==> src/rtl/fifo_arb_pkg.sv <==
// Shared types and helpers for the FIFO write-port arbiter.
package fifo_arb_pkg;

    typedef enum logic [1:0] {
        ARB_IDLE  = 2'd0,
        ARB_BURST = 2'd1,
        ARB_HOLD  = 2'd2
    } arb_state_t;

    // Width of an index into n items; a single item still needs one bit.
    function automatic int idx_width(input int n);
        int w;
        if (n <= 1) begin
            w = 1;
        end else begin
            w = $clog2(n);
        end
        return w;
    endfunction

endpackage

==> src/rtl/fifo_wr_arbiter_rr_pick.sv <==
// Round-robin search: first eligible index at or after ptr, wrapping modulo NUM_REQ.
module rr_pick
    import fifo_arb_pkg::*;
#(
    parameter int NUM_REQ = 4,
    parameter int IDXW    = idx_width(NUM_REQ)
) (
    input  logic [NUM_REQ-1:0] eligible,
    input  logic [IDXW-1:0]    ptr,
    output logic               found,
    output logic [IDXW-1:0]    idx
);

    localparam int SW = IDXW + 1;

    logic [2*NUM_REQ-1:0] dbl_s;
    logic [NUM_REQ-1:0]   rot_s;
    logic [SW-1:0]        sum_s;
    logic                 hit_s;

    // Rotate the request vector so bit 0 is the pointer, then take the lowest set bit.
    always_comb begin
        found = 1'b0;
        idx   = {IDXW{1'b0}};
        sum_s = {SW{1'b0}};
        hit_s = 1'b0;
        dbl_s = {eligible, eligible} >> ptr;
        rot_s = dbl_s[NUM_REQ-1:0];
        for (int k = 0; k < NUM_REQ; k++) begin
            hit_s = !found && rot_s[k];
            sum_s = {1'b0, ptr} + SW'(k);
            sum_s = (sum_s >= SW'(NUM_REQ)) ? (sum_s - SW'(NUM_REQ)) : sum_s;
            idx   = hit_s ? IDXW'(sum_s) : idx;
            found = found | hit_s;
        end
    end

endmodule

==> src/rtl/fifo_wr_arbiter.sv <==
// Round-robin burst arbiter sharing one FIFO write port among NUM_REQ producers.
// Beats accepted in one cycle appear on the registered wen/din/src_id the next cycle.
module fifo_wr_arbiter
    import fifo_arb_pkg::*;
#(
    parameter int DATASIZE  = 8,
    parameter int NUM_REQ   = 4,
    parameter int MAX_BURST = 4
) (
    input  logic                          clk_i,
    input  logic                          rst_n_i,
    input  logic                          enable_i,
    input  logic [NUM_REQ-1:0]            req_mask_i,
    input  logic [NUM_REQ-1:0]            req_valid_i,
    input  logic [NUM_REQ*DATASIZE-1:0]   req_data_i,
    output logic [NUM_REQ-1:0]            req_ready_o,
    input  logic                          fifo_full_i,
    input  logic                          fifo_almost_full_i,
    output logic                          wen_o,
    output logic [DATASIZE-1:0]           din_o,
    output logic [idx_width(NUM_REQ)-1:0] src_id_o,
    output logic                          busy_o
);

    localparam int              IDXW     = idx_width(NUM_REQ);
    localparam int              CNTW     = idx_width(MAX_BURST + 1);
    localparam logic [IDXW-1:0] LAST_IDX = IDXW'(NUM_REQ - 1);
    localparam logic [CNTW-1:0] MAX_CNT  = CNTW'(MAX_BURST);

    arb_state_t           state_r;
    logic [IDXW-1:0]      rr_ptr_r;
    logic [IDXW-1:0]      owner_r;
    logic [CNTW-1:0]      beat_cnt_r;
    logic                 wen_r;
    logic [DATASIZE-1:0]  din_r;
    logic [IDXW-1:0]      src_id_r;

    logic                 space_s;
    logic [NUM_REQ-1:0]   eligible_s;
    logic                 found_s;
    logic [IDXW-1:0]      win_s;
    logic                 owner_elig_s;
    logic [NUM_REQ-1:0]   ready_s;
    logic                 beat_s;
    logic [IDXW-1:0]      beat_id_s;
    logic [DATASIZE-1:0]  beat_data_s;

    // Successor index modulo NUM_REQ (NUM_REQ need not be a power of two).
    function automatic logic [IDXW-1:0] next_idx(input logic [IDXW-1:0] i);
        return (i == LAST_IDX) ? {IDXW{1'b0}} : (i + IDXW'(1));
    endfunction

    // The registered write in flight counts against the last free slot.
    assign space_s      = !fifo_full_i && !(wen_r && fifo_almost_full_i);
    assign eligible_s   = {NUM_REQ{enable_i}} & req_mask_i & req_valid_i;
    assign owner_elig_s = eligible_s[owner_r];

    rr_pick #(
        .NUM_REQ (NUM_REQ),
        .IDXW    (IDXW)
    ) u_rr_pick (
        .eligible (eligible_s),
        .ptr      (rr_ptr_r),
        .found    (found_s),
        .idx      (win_s)
    );

    // Grant decision: only state, eligibility and space feed ready, never ready itself.
    always_comb begin
        ready_s = {NUM_REQ{1'b0}};
        case (state_r)
            ARB_IDLE: begin
                if (space_s && found_s) begin
                    ready_s[win_s] = 1'b1;
                end else begin
                    ready_s = {NUM_REQ{1'b0}};
                end
            end
            ARB_BURST: begin
                if (space_s && owner_elig_s) begin
                    ready_s[owner_r] = 1'b1;
                end else begin
                    ready_s = {NUM_REQ{1'b0}};
                end
            end
            default: ready_s = {NUM_REQ{1'b0}};
        endcase
    end

    assign beat_s    = |ready_s;
    assign beat_id_s = (state_r == ARB_IDLE) ? win_s : owner_r;

    // Select the accepted requester's data word.
    always_comb begin
        beat_data_s = {DATASIZE{1'b0}};
        for (int i = 0; i < NUM_REQ; i++) begin
            beat_data_s = (beat_id_s == IDXW'(i)) ? req_data_i[i*DATASIZE +: DATASIZE] : beat_data_s;
        end
    end

    // Arbitration FSM plus the registered FIFO write interface.
    always_ff @(posedge clk_i or negedge rst_n_i) begin
        if (!rst_n_i) begin
            state_r    <= ARB_IDLE;
            rr_ptr_r   <= {IDXW{1'b0}};
            owner_r    <= {IDXW{1'b0}};
            beat_cnt_r <= {CNTW{1'b0}};
            wen_r      <= 1'b0;
            din_r      <= {DATASIZE{1'b0}};
            src_id_r   <= {IDXW{1'b0}};
        end else begin
            wen_r <= beat_s;
            if (beat_s) begin
                din_r    <= beat_data_s;
                src_id_r <= beat_id_s;
            end
            case (state_r)
                ARB_IDLE: begin
                    if (beat_s) begin
                        owner_r    <= win_s;
                        beat_cnt_r <= CNTW'(1);
                        if (MAX_BURST > 1) begin
                            state_r <= ARB_BURST;
                        end else begin
                            rr_ptr_r <= next_idx(win_s);
                        end
                    end
                end
                ARB_BURST: begin
                    if (beat_s) begin
                        beat_cnt_r <= beat_cnt_r + CNTW'(1);
                        if ((beat_cnt_r + CNTW'(1)) == MAX_CNT) begin
                            state_r  <= ARB_IDLE;
                            rr_ptr_r <= next_idx(owner_r);
                        end
                    end else if (!owner_elig_s) begin
                        state_r  <= ARB_IDLE;
                        rr_ptr_r <= next_idx(owner_r);
                    end else begin
                        state_r <= ARB_HOLD;
                    end
                end
                ARB_HOLD: begin
                    if (!owner_elig_s) begin
                        state_r  <= ARB_IDLE;
                        rr_ptr_r <= next_idx(owner_r);
                    end else if (space_s) begin
                        state_r <= ARB_BURST;
                    end
                end
                default: state_r <= ARB_IDLE;
            endcase
        end
    end

    assign req_ready_o = ready_s & {NUM_REQ{rst_n_i}};
    assign wen_o       = wen_r;
    assign din_o       = din_r;
    assign src_id_o    = src_id_r;
    assign busy_o      = (state_r != ARB_IDLE);

endmodule

==> config.mk <==
export PLATFORM = sky130hd
export DESIGN_NAME = fifo_wr_arbiter
export DESIGN_NICKNAME = d
export VERILOG_FILES = /design/src/rtl/fifo_arb_pkg.sv /design/src/rtl/fifo_wr_arbiter_rr_pick.sv /design/src/rtl/fifo_wr_arbiter.sv
export SDC_FILE = /design/constraint.sdc
export NUM_CORES = 1
export LEC_CHECK = 0
export ABC_CLOCK_PERIOD_IN_PS = 2100
export CAP_MARGIN = 20
export CORE_ASPECT_RATIO = 1.5
export CORE_MARGIN = 5
export CORE_UTILIZATION = 41
export CTS_BUF_LIST = sky130_fd_sc_hd__clkbuf_8
export DETAILED_ROUTE_END_ITERATION = 7
export PLACE_DENSITY_LB_ADDON = 0.15
export REMOVE_ABC_BUFFERS = 1
export SYNTH_ARGS = -nofsm -noshare
export SYNTH_HDL_FRONTEND = slang
export SYNTH_SLANG_ARGS = --single-unit
==> constraint.sdc <==
create_clock -name clk_i -period 2.1 [get_ports clk_i]
set_input_delay 0.21 -clock clk_i [delete_from_list [all_inputs] [get_ports clk_i]]
set_output_delay 0.21 -clock clk_i [all_outputs]
set_load 0.01 [all_outputs]
==> flow_summary.ini, run 1 <==
[timing]
slew_violations = 0
fin_skew_ns = 0.00841
hold_ws_ns = 0.492
period_needed_ns = 2.39
setup_tns_ns = -2.43
worst-slew-pin-transition_ns = 0.491
setup_ws_ns = -0.289
hold_viol_final = 0
setup_viol = 16
min_period_over_period_pct = 114
relSlewSlack_pct = 67.2
grt_setup_unrepaired = yes
fmax_mhz = 419

[pwr]
report.power.total_mw = 2.89
power_density_nw_per_um2 = 921
leakage_nw = 1.38
vdd_drop_max_mv = 0.685

[synth]
synth_top_area_share_pct = 30.7
ys_warn_count = 0
synth_area_um2 = 1630
synthTopCellsByCount = 39 x nand2_1, 20 x dfrtp_1, 15 x a21oi_1, 10 x mux2i_1, 9 x nor2_1
ys_ff_latch = 20
synthCells = 193
synth-main-ff-cell = dfrtp_1
synth_top_area_cell = dfrtp_1
yosysMostFrequentCell = nand2_1
ys_types = 42
synth-edff-count = 0
seq_area_frac_synth_pct = 30.7
synthTopCellsByArea = dfrtp_1 31%, nand2_1 9.0%, mux2i_1 6.1%
synthArstFlopShare_pct = 100
syn_area_per_cell_um2 = 8.45

[global_routing]
grt_pass1_vias = 2340
grt_pass1_wl_mm = 10.6
grtUsageTotal_pct = 25.9
grt_max_degree = 21
antenna_found_initial = 0
globalRouteOverflowTotal = 0

[setup_path]
arrival_ns = 2.55
startpoint_type = input port
path_cells = clkdlybuf4s50_1, and2_4, buf_6, nand2_1, o311ai_2, a22oi_2, buf_4, nor2_4, buf_4, nand2_1, o211ai_1
cp-end-kind = register
r2r-start = owner_r[0]
crit_required_ns = 2.26
worstPathMaxFanout = 8
r2r_cells = 8
path_class = in -> reg
cp_slowest_cell = clkdlybuf4s50_1
regToRegSetupSlack_ns = -0.24
max_stage_delay_ns = 0.46
worstReg2RegEnd = rr_ptr_r[1]

[cts]
cts_tree = yes
clkLatencyLatePin_ns = 0.26
cts_root_buf = clkbuf_8
clk_pin_slew_ns = 0.09
cts_buffers = 3
cts.sinks = 20
htreeDepth = 1
cts_buffer_depth = 2
ctsHoldBuffers = 0

[die]
rows = 28
die_h_um = 87.2
dieWidth_um = 61.5
initial_core_util_pct = 41.9
io_pins = 61
die_area_um2 = 5360
core_area_um2 = 3890

[drt]
dr.pass1.iters = 5
drc_errors = 0
antenna_left = 0
vias = 2180
routed_wl_mm = 7.17
drt-initial-drc-count = 160
vias_per_cell = 5.92
wl_per_cell_um = 19.5

[layout]
nets = 375
antennaDiodeCount = 0
fillers = 245
syn_to_final_growth_pct = 92.5
drive_gt1_share_pct = 39.9
final_cells = 368
finalInstanceArea_um2 = 3140
fin_util_pct = 80.7

[placed_design]
routabilityCongestion = 0.963
dp_slack_ns = -0.808
dp.cells = 343
port_buffers = 60
hpwl_mm = 4.38
placed_cell_area_um2 = 2660

[hold_path]
min_path_cells = 2
holdCritStartpoint = src_id_o[0]
min_to = src_id_o[0]
holdCritPathClass = reg -> reg

[run_status]
violations = negative setup slack
outcome = complete, but fails checks

[flow_run]
drv_cap = 0
==> layer usage <==
metal / part of all wire (%) / track usage [%]
met1: 35 / 28.0
met2: 53 / 49.5
met3: 6.1 / 2.97
met4: 5.6 / 8.11
met5: 0 / 0
==> cell type report <==
class	count	area [um2]	area share (%)
Tap cell	45	56.3	1.79
Clock buffer	3	41.3	1.32
Timing Repair Buffer	136	1210	38.5
Inverter	6	25.0	0.797
Sequential cell	20	500	15.9
Multi-Input combinational cell	157	1280	40.7
Clock inverter	1	30.0	0.957
==> report_power, final <==
group | internal, mW | switching (mW) | leakage, nW
combinational | 1.03 | 0.840 | 1.10
clock | 0.254 | 0.138 | 0.0357
sequential | 0.512 | 0.114 | 0.250
total | 1.80 | 1.09 | 1.38
==> worst max path at each step <==
stage	from	endpoint	slack (ns)	cells past startpoint
final	req_mask_i[0]	din_o[7]	-0.29	11
after global routing	req_mask_i[0]	din_o[7]	-0.38	11
after CTS	owner_r[0]	rr_ptr_r[1]	-0.14	8
after detailed placement	req_valid_i[0]	din_o[2]	-0.81	9
after global placement	req_valid_i[0]	din_o[1]	-0.72	9
after floorplan	state_r[1]	din_o[0]	-0.66	6
==> cells in the final DEF, fill, tap and decap left out, types with 2 or more instances in the layout <==
cell type and count:
inv_2 3, and2_4 5, clkdlybuf4s50_1 49, nand2_4 2
nand4_1 2, o211ai_1 7, a21oi_1 12, buf_6 8
mux2i_1 9, nand3_1 4, buf_4 65, o21ai_1 2
a22oi_2 2, dlygate4sd2_1 7, a21oi_2 3, o21ai_0 5
clkbuf_8 3, inv_1 2, a32oi_1 6, ha_1 2
and2_1 2, dfrtp_1 20, buf_2 4, a22oi_1 2
nor2_1 6, a211oi_2 2, nor2_4 3, a221o_1 8
ha_4 4, mux2_4 3, nor2b_1 3, nand2b_4 2
nand2b_1 2, a21o_1 2, nand2_1 36
==> flip-flops by register name, summed over array words and instances, names as in the netlist <==
register and flops:
beat_cnt_r 3, din_o 8, owner_r 2, rr_ptr_r 2, src_id_o 2, state_r 2
wen_o 1
==> worst max-delay path, delay by kind of cell <==
family	cells	cell delay (ns)
buf+inv	4	0.93
compound gates	3	0.82
simple gates	4	0.58
==> logic make-up after synthesis <==
kind of cell	after synthesis	synth area share, %
AOI/OAI and AO/OA	60	27.2
xor gates and xnor gates	1	0.537
adders and majority gates	6	4.60
buffers and inverters	17	5.30
DFF	20	30.7
muxes	14	10.1
and+or+nand+nor	75	21.6
==> repair_timing <==
item | in CTS | in global routing
endpoints found under the setup margin | 21 | 20
buffers inserted | 19 | 4
gates cloned | 3 | 0
resized for setup | 67 | 16
hold endpoints to repair | 0 | 0
pin swaps | 24 | 10
(Power assumes the default switching activity.)
==> run 2, diff against run 1 <==
--- a/config.mk
+++ b/config.mk
@@ -14,6 +14,7 @@
 export DETAILED_ROUTE_END_ITERATION = 7
 export PLACE_DENSITY_LB_ADDON = 0.15
 export REMOVE_ABC_BUFFERS = 1
+export SETUP_SLACK_MARGIN = 0.2
 export SYNTH_ARGS = -nofsm -noshare
 export SYNTH_HDL_FRONTEND = slang
 export SYNTH_SLANG_ARGS = --single-unit
==> run 2 against run 1 <==
Net effect:
- the run still ends with negative setup slack left
- sequential cell count unchanged
- fmax up 1.8%
- clock-buffer cell count unchanged
- non-clock buffer count up 10
- combinational power down 2%
- power down 1.4%
- critical path type is now reg -> reg
- highest routed layer unchanged
==> flow_summary.ini, run 2 (synthesis gave the netlist of run 1 again) <==
[die]
die_area_um2 = 5360
io_pins = 61
initial_core_util_pct = 41.9
dieWidth_um = 61.5
rows = 28
core_area_um2 = 3890
die_h_um = 87.2

[drt]
drt-initial-drc-count = 93
antenna_left = 0
routed_wl_mm = 6.99
vias = 2184
wl_per_cell_um = 18.5
dr.pass1.iters = 4
drc_errors = 0
wl_met1_mm = 2.58
dr_wl_met2_mm = 3.78
route.met3.wl_um = 368
vias_per_cell = 5.78
top_layer = met4

[timing]
setup_viol = 19
setup_ws_ns = -0.246
relSlewSlack_pct = 75.1
fin_skew_ns = 0.00359
period_needed_ns = 2.35
slew_violations = 0
fmax_mhz = 426
hold_viol_final = 0
grt_setup_unrepaired = yes
min_period_over_period_pct = 112
worst-slew-pin-transition_ns = 0.374

[cts]
cts_root_buf = clkbuf_8
cts_buffer_depth = 2
cts_tree = yes
cts_buffers = 3
clk_pin_slew_ns = 0.08
htreeDepth = 1
cts.sinks = 20
clkLatencyLatePin_ns = 0.26

[layout]
largest_reg_flops = 8
nets = 385
syn_to_final_growth_pct = 99.2
finalInstanceArea_um2 = 3250
fillers = 219
final_common_cell = buf_4
final_cell_mix = 66 x buf_4, 48 x clkdlybuf4s50_1, 33 x nand2_1
drive_gt1_share_pct = 42.9
antennaDiodeCount = 0

[global_routing]
grt_pass1_wl_mm = 10.3
grtUsageTotal_pct = 25.3
grt_max_degree = 21
grt_pass1_vias = 2301
antenna_found_initial = 0
globalRouteOverflowTotal = 0

[setup_path]
crit_required_ns = 2.25
cp-end-kind = register
path_class = reg -> reg
startpoint_type = register
worstPathMaxFanout = 4
arrival_ns = 2.49

[pwr]
vdd_drop_max_mv = 0.664
report.power.total_mw = 2.85
power_density_nw_per_um2 = 878
leakage_nw = 1.43

[flow_run]
drv_cap = 0

[hold_path]
holdCritPathClass = reg -> reg

[run_status]
outcome = complete, but fails checks
violations = negative setup slack

[placed_design]
dp_slack_ns = -0.808
port_buffers = 60
routabilityCongestion = 0.963
hpwl_mm = 4.38
placed_cell_area_um2 = 2660
==> run 2: changes by cell type in the layout (fill, tap and decap cells not counted), moves of 3 or more <==
cell     delta
buf_6      +10
nand2_1     -3
nand2_2     +3
o21ai_0     -3
==> run 2: stage by stage <==
stage	hold WS (ns)	cells	setup TNS, ns	util, %
final	0.508	378	-3.33	83.5
after global routing	0.527	378	-4.04	83.5
after CTS	0.504	368	-1.39	78.5
after detailed placement	0.477	343	-11.58	68.4
after global placement	0.471	343	-10.74	68.4
after floorplan	-0.0856	182	-7.38	-
==> run 2: final cells by class <==
class / instances / area (um2) / share of cell area (%)
clock buffer: 3 / 41.3 / 1.27
clock inverter: 1 / 30.0 / 0.925
multi-input combinational: 157 / 1270 / 39.1
tap: 45 / 56.3 / 1.73
inverter: 6 / 27.5 / 0.848
timing repair buffer: 146 / 1320 / 40.7
sequential: 20 / 502 / 15.5
==> run 2: worst paths after layout <==
check,from,endpoint,slack [ns],cells after the start
min in group asynchronous,rst_n_i,src_id_o[1],0.53,2
worst min-delay path,src_id_o[0],src_id_o[0],0.51,2
worst max-delay path,owner_r[1],rr_ptr_r[1],-0.25,10
worst max register to register,owner_r[1],rr_ptr_r[1],-0.25,10
worst min register to register,src_id_o[0],src_id_o[0],0.51,2
max in group asynchronous,rst_n_i,state_r[1],1.34,2
==> run 2: power by group <==
| part | switching [mW] | total, mW | leakage [nW] | internal [mW] |
|---|---|---|---|---|
| registers | 0.118 | 0.630 | 0.248 | 0.512 |
| logic | 0.819 | 1.83 | 1.14 | 1.01 |
| clock network | 0.138 | 0.392 | 0.0357 | 0.254 |
| total | 1.08 | 2.85 | 1.43 | 1.77 |
==> run 2: layer usage <==
layer  GRT usage [%]  vias up
met4            9.46        0
met1            25.4     1037
li1                -      999
met2            49.0      120
met5               0        -
met3            3.86       28
==> run 2: what timing repair did <==
item,CTS,global route
gates cloned,2,0
resized for setup,70,31
endpoints found under the setup margin,23,22
hold buffers,0,0
pin swaps,23,23
setup buffers,19,10
==> run 2: critical path: stages, from the launching register on <==
cell	delay, ns
dfrtp_1	0.42
buf_6	0.15
ha_4	0.16
nor4_4	0.37
nor2_1	0.09
nand4_1	0.15
and2_4	0.20
inv_6	0.05
a21boi_4	0.13
o221a_4	0.22
mux2_4	0.29
==> run 3, diff against run 2 <==
--- a/config.mk
+++ b/config.mk
@@ -15,6 +15,7 @@
 export PLACE_DENSITY_LB_ADDON = 0.15
 export REMOVE_ABC_BUFFERS = 1
 export SETUP_SLACK_MARGIN = 0.2
+export SKIP_CTS_REPAIR_TIMING = 1
 export SYNTH_ARGS = -nofsm -noshare
 export SYNTH_HDL_FRONTEND = slang
 export SYNTH_SLANG_ARGS = --single-unit
==> run 3 against run 2 <==
Net effect:
- the flow still finishes with violations (negative setup slack)
- sequential share of layout area grew 0.85 points
- global-route usage shrank 4.9 points
- worst hold slack lost 0.037 ns
- first-iteration DRC count grew 5.4%
- core utilization shrank 4.3 points
- worst setup slack lost 0.010 ns
- clock skew shrank 0.00065 ns
- fmax shrank 0.44%
==> flow_summary.ini, run 3 (synthesis gave the netlist of run 1 again) <==
[timing]
grt_setup_unrepaired = yes
setup_viol = 16
fin_skew_ns = 0.00294
relSlewSlack_pct = 72.2
fmax_mhz = 424
slew_violations = 0
setup_ws_ns = -0.257
period_needed_ns = 2.36
hold_viol_final = 0
min_period_over_period_pct = 112
worst-slew-pin-transition_ns = 0.412
hold_ws_ns = 0.471

[drt]
dr.pass1.iters = 4
antenna_left = 0
drc_errors = 0
vias_per_cell = 5.58
wl_per_cell_um = 16.8
vias = 2044
routed_wl_mm = 6.16
drt-initial-drc-count = 98

[global_routing]
grt_max_degree = 21
globalRouteOverflowTotal = 0
grt_pass1_vias = 2014
antenna_found_initial = 0
grtUsageTotal_pct = 20.4
grt_pass1_wl_mm = 8.43

[pwr]
pwr-share-comb_pct = 62.6
vdd_drop_max_mv = 0.594
seqPwrFrac_pct = 23.0
intPower_mw = 1.71
report.power.total_mw = 2.72
p_sw_mw = 1.01
leakage_nw = 1.38
pwr-share-clk_pct = 14.3
power_density_nw_per_um2 = 885
p_sw_share_pct = 37.2

[die]
rows = 28
core_area_um2 = 3890
initial_core_util_pct = 41.9
dieWidth_um = 61.5
die_area_um2 = 5360
die_h_um = 87.2
io_pins = 61

[layout]
finalInstanceArea_um2 = 3080
antennaDiodeCount = 0
drive_gt1_share_pct = 38.9
multiInputGateArea_um2 = 1220
fillers = 244
final_common_cell = buf_4
final-seq-area_um2 = 502
largest_reg_flops = 8
fin_util_pct = 79.2
final_cell_mix = 61 x buf_4, 51 x clkdlybuf4s50_1, 35 x nand2_1
nets = 373
syn_to_final_growth_pct = 88.8

[placed_design]
routabilityCongestion = 0.963
dp_slack_ns = -0.808
placed_cell_area_um2 = 2660
port_buffers = 60
hpwl_mm = 4.38

[hold_path]
holdCritPathClass = in -> reg

[cts]
cts_buffers = 3
cts_tree = yes
cts_buffer_depth = 2
htreeDepth = 1
clk_pin_slew_ns = 0.08
cts.sinks = 20
clkLatencyLatePin_ns = 0.26
cts_root_buf = clkbuf_8

[setup_path]
cp-end-kind = register
cp_slowest_cell = dfrtp_1
worstPathMaxFanout = 5
max_stage_delay_ns = 0.42
crit_required_ns = 2.25
startpoint_type = register
arrival_ns = 2.50
path_class = reg -> reg
path_cells = buf_6, ha_4, nor4_4, nor2_1, nand4_1, and2_4, inv_4, a21boi_2, o221a_4, mux2_4

[flow_run]
drv_cap = 0

[run_status]
outcome = complete, but fails checks
violations = negative setup slack
-- run 3: layout make-up --
type                    count  share of cell area, %
clock buffers               3                   1.34
well taps                  45                   1.83
flip-flops and latches     20                   16.3
multi-input cells         157                   39.6
repair buffers            134                   39.1
clock inverters             1                  0.976
inverters                   6                  0.894
-- run 3: path summary, 6_finish.rpt --
| path | end | depth (start not counted) | from | slack, ns |
|---|---|---|---|---|
| worst max-delay path | rr_ptr_r[1] | 10 | owner_r[1] | -0.26 |
| worst min-delay path | state_r[0] | 4 | enable_i | 0.47 |
| worst max register to register | rr_ptr_r[1] | 10 | owner_r[1] | -0.26 |
| worst min register to register | src_id_o[0] | 2 | src_id_o[0] | 0.49 |
| max in group asynchronous | owner_r[0] | 2 | rst_n_i | 1.38 |
| min in group asynchronous | din_o[6] | 2 | rst_n_i | 0.49 |
-- run 3: per-stage QoR --
step | std cells | setup TNS, ns
5_1_grt | 366 | -3.99
6_report | 366 | -2.76
4_1_cts | 347 | -9.15
3_5_place_dp | 343 | -11.58
2_1_floorplan | 182 | -7.38
3_3_place_gp | 343 | -10.74
-- run 3: per-layer routing --
| layer | vias up | track usage, % | routed length (um) |
|---|---|---|---|
| met5 | - | 0 | 0 |
| met3 | 12 | 2.67 | 315 |
| met4 | 0 | 6.18 | 96 |
| met1 | 973 | 22.5 | 2350 |
| met2 | 84 | 38.4 | 3400 |
| li1 | 975 | - | - |
-- run 3: worst max-delay path: cells and delay by family, from the launching register on --
kind	cells	cell delay, ns
adders and majority gates	1	0.16
DFF	1	0.42
and+or+nand+nor	4	0.80
muxes	1	0.29
buffers and inverters	2	0.19
AOI/OAI and AO/OA	2	0.38
-- run 3: power by group through the flow --
| stage | combinational, mW | sequential (mW) | clock, mW |
|---|---|---|---|
| 2_1_floorplan | 0.528 | 0.668 | 0 |
| 3_3_place_gp | 1.37 | 0.613 | 0 |
| 3_5_place_dp | 1.39 | 0.613 | 0 |
| 4_1_cts | 1.39 | 0.612 | 0.390 |
| 5_1_grt | 1.82 | 0.643 | 0.404 |
| 6_report | 1.71 | 0.627 | 0.390 |
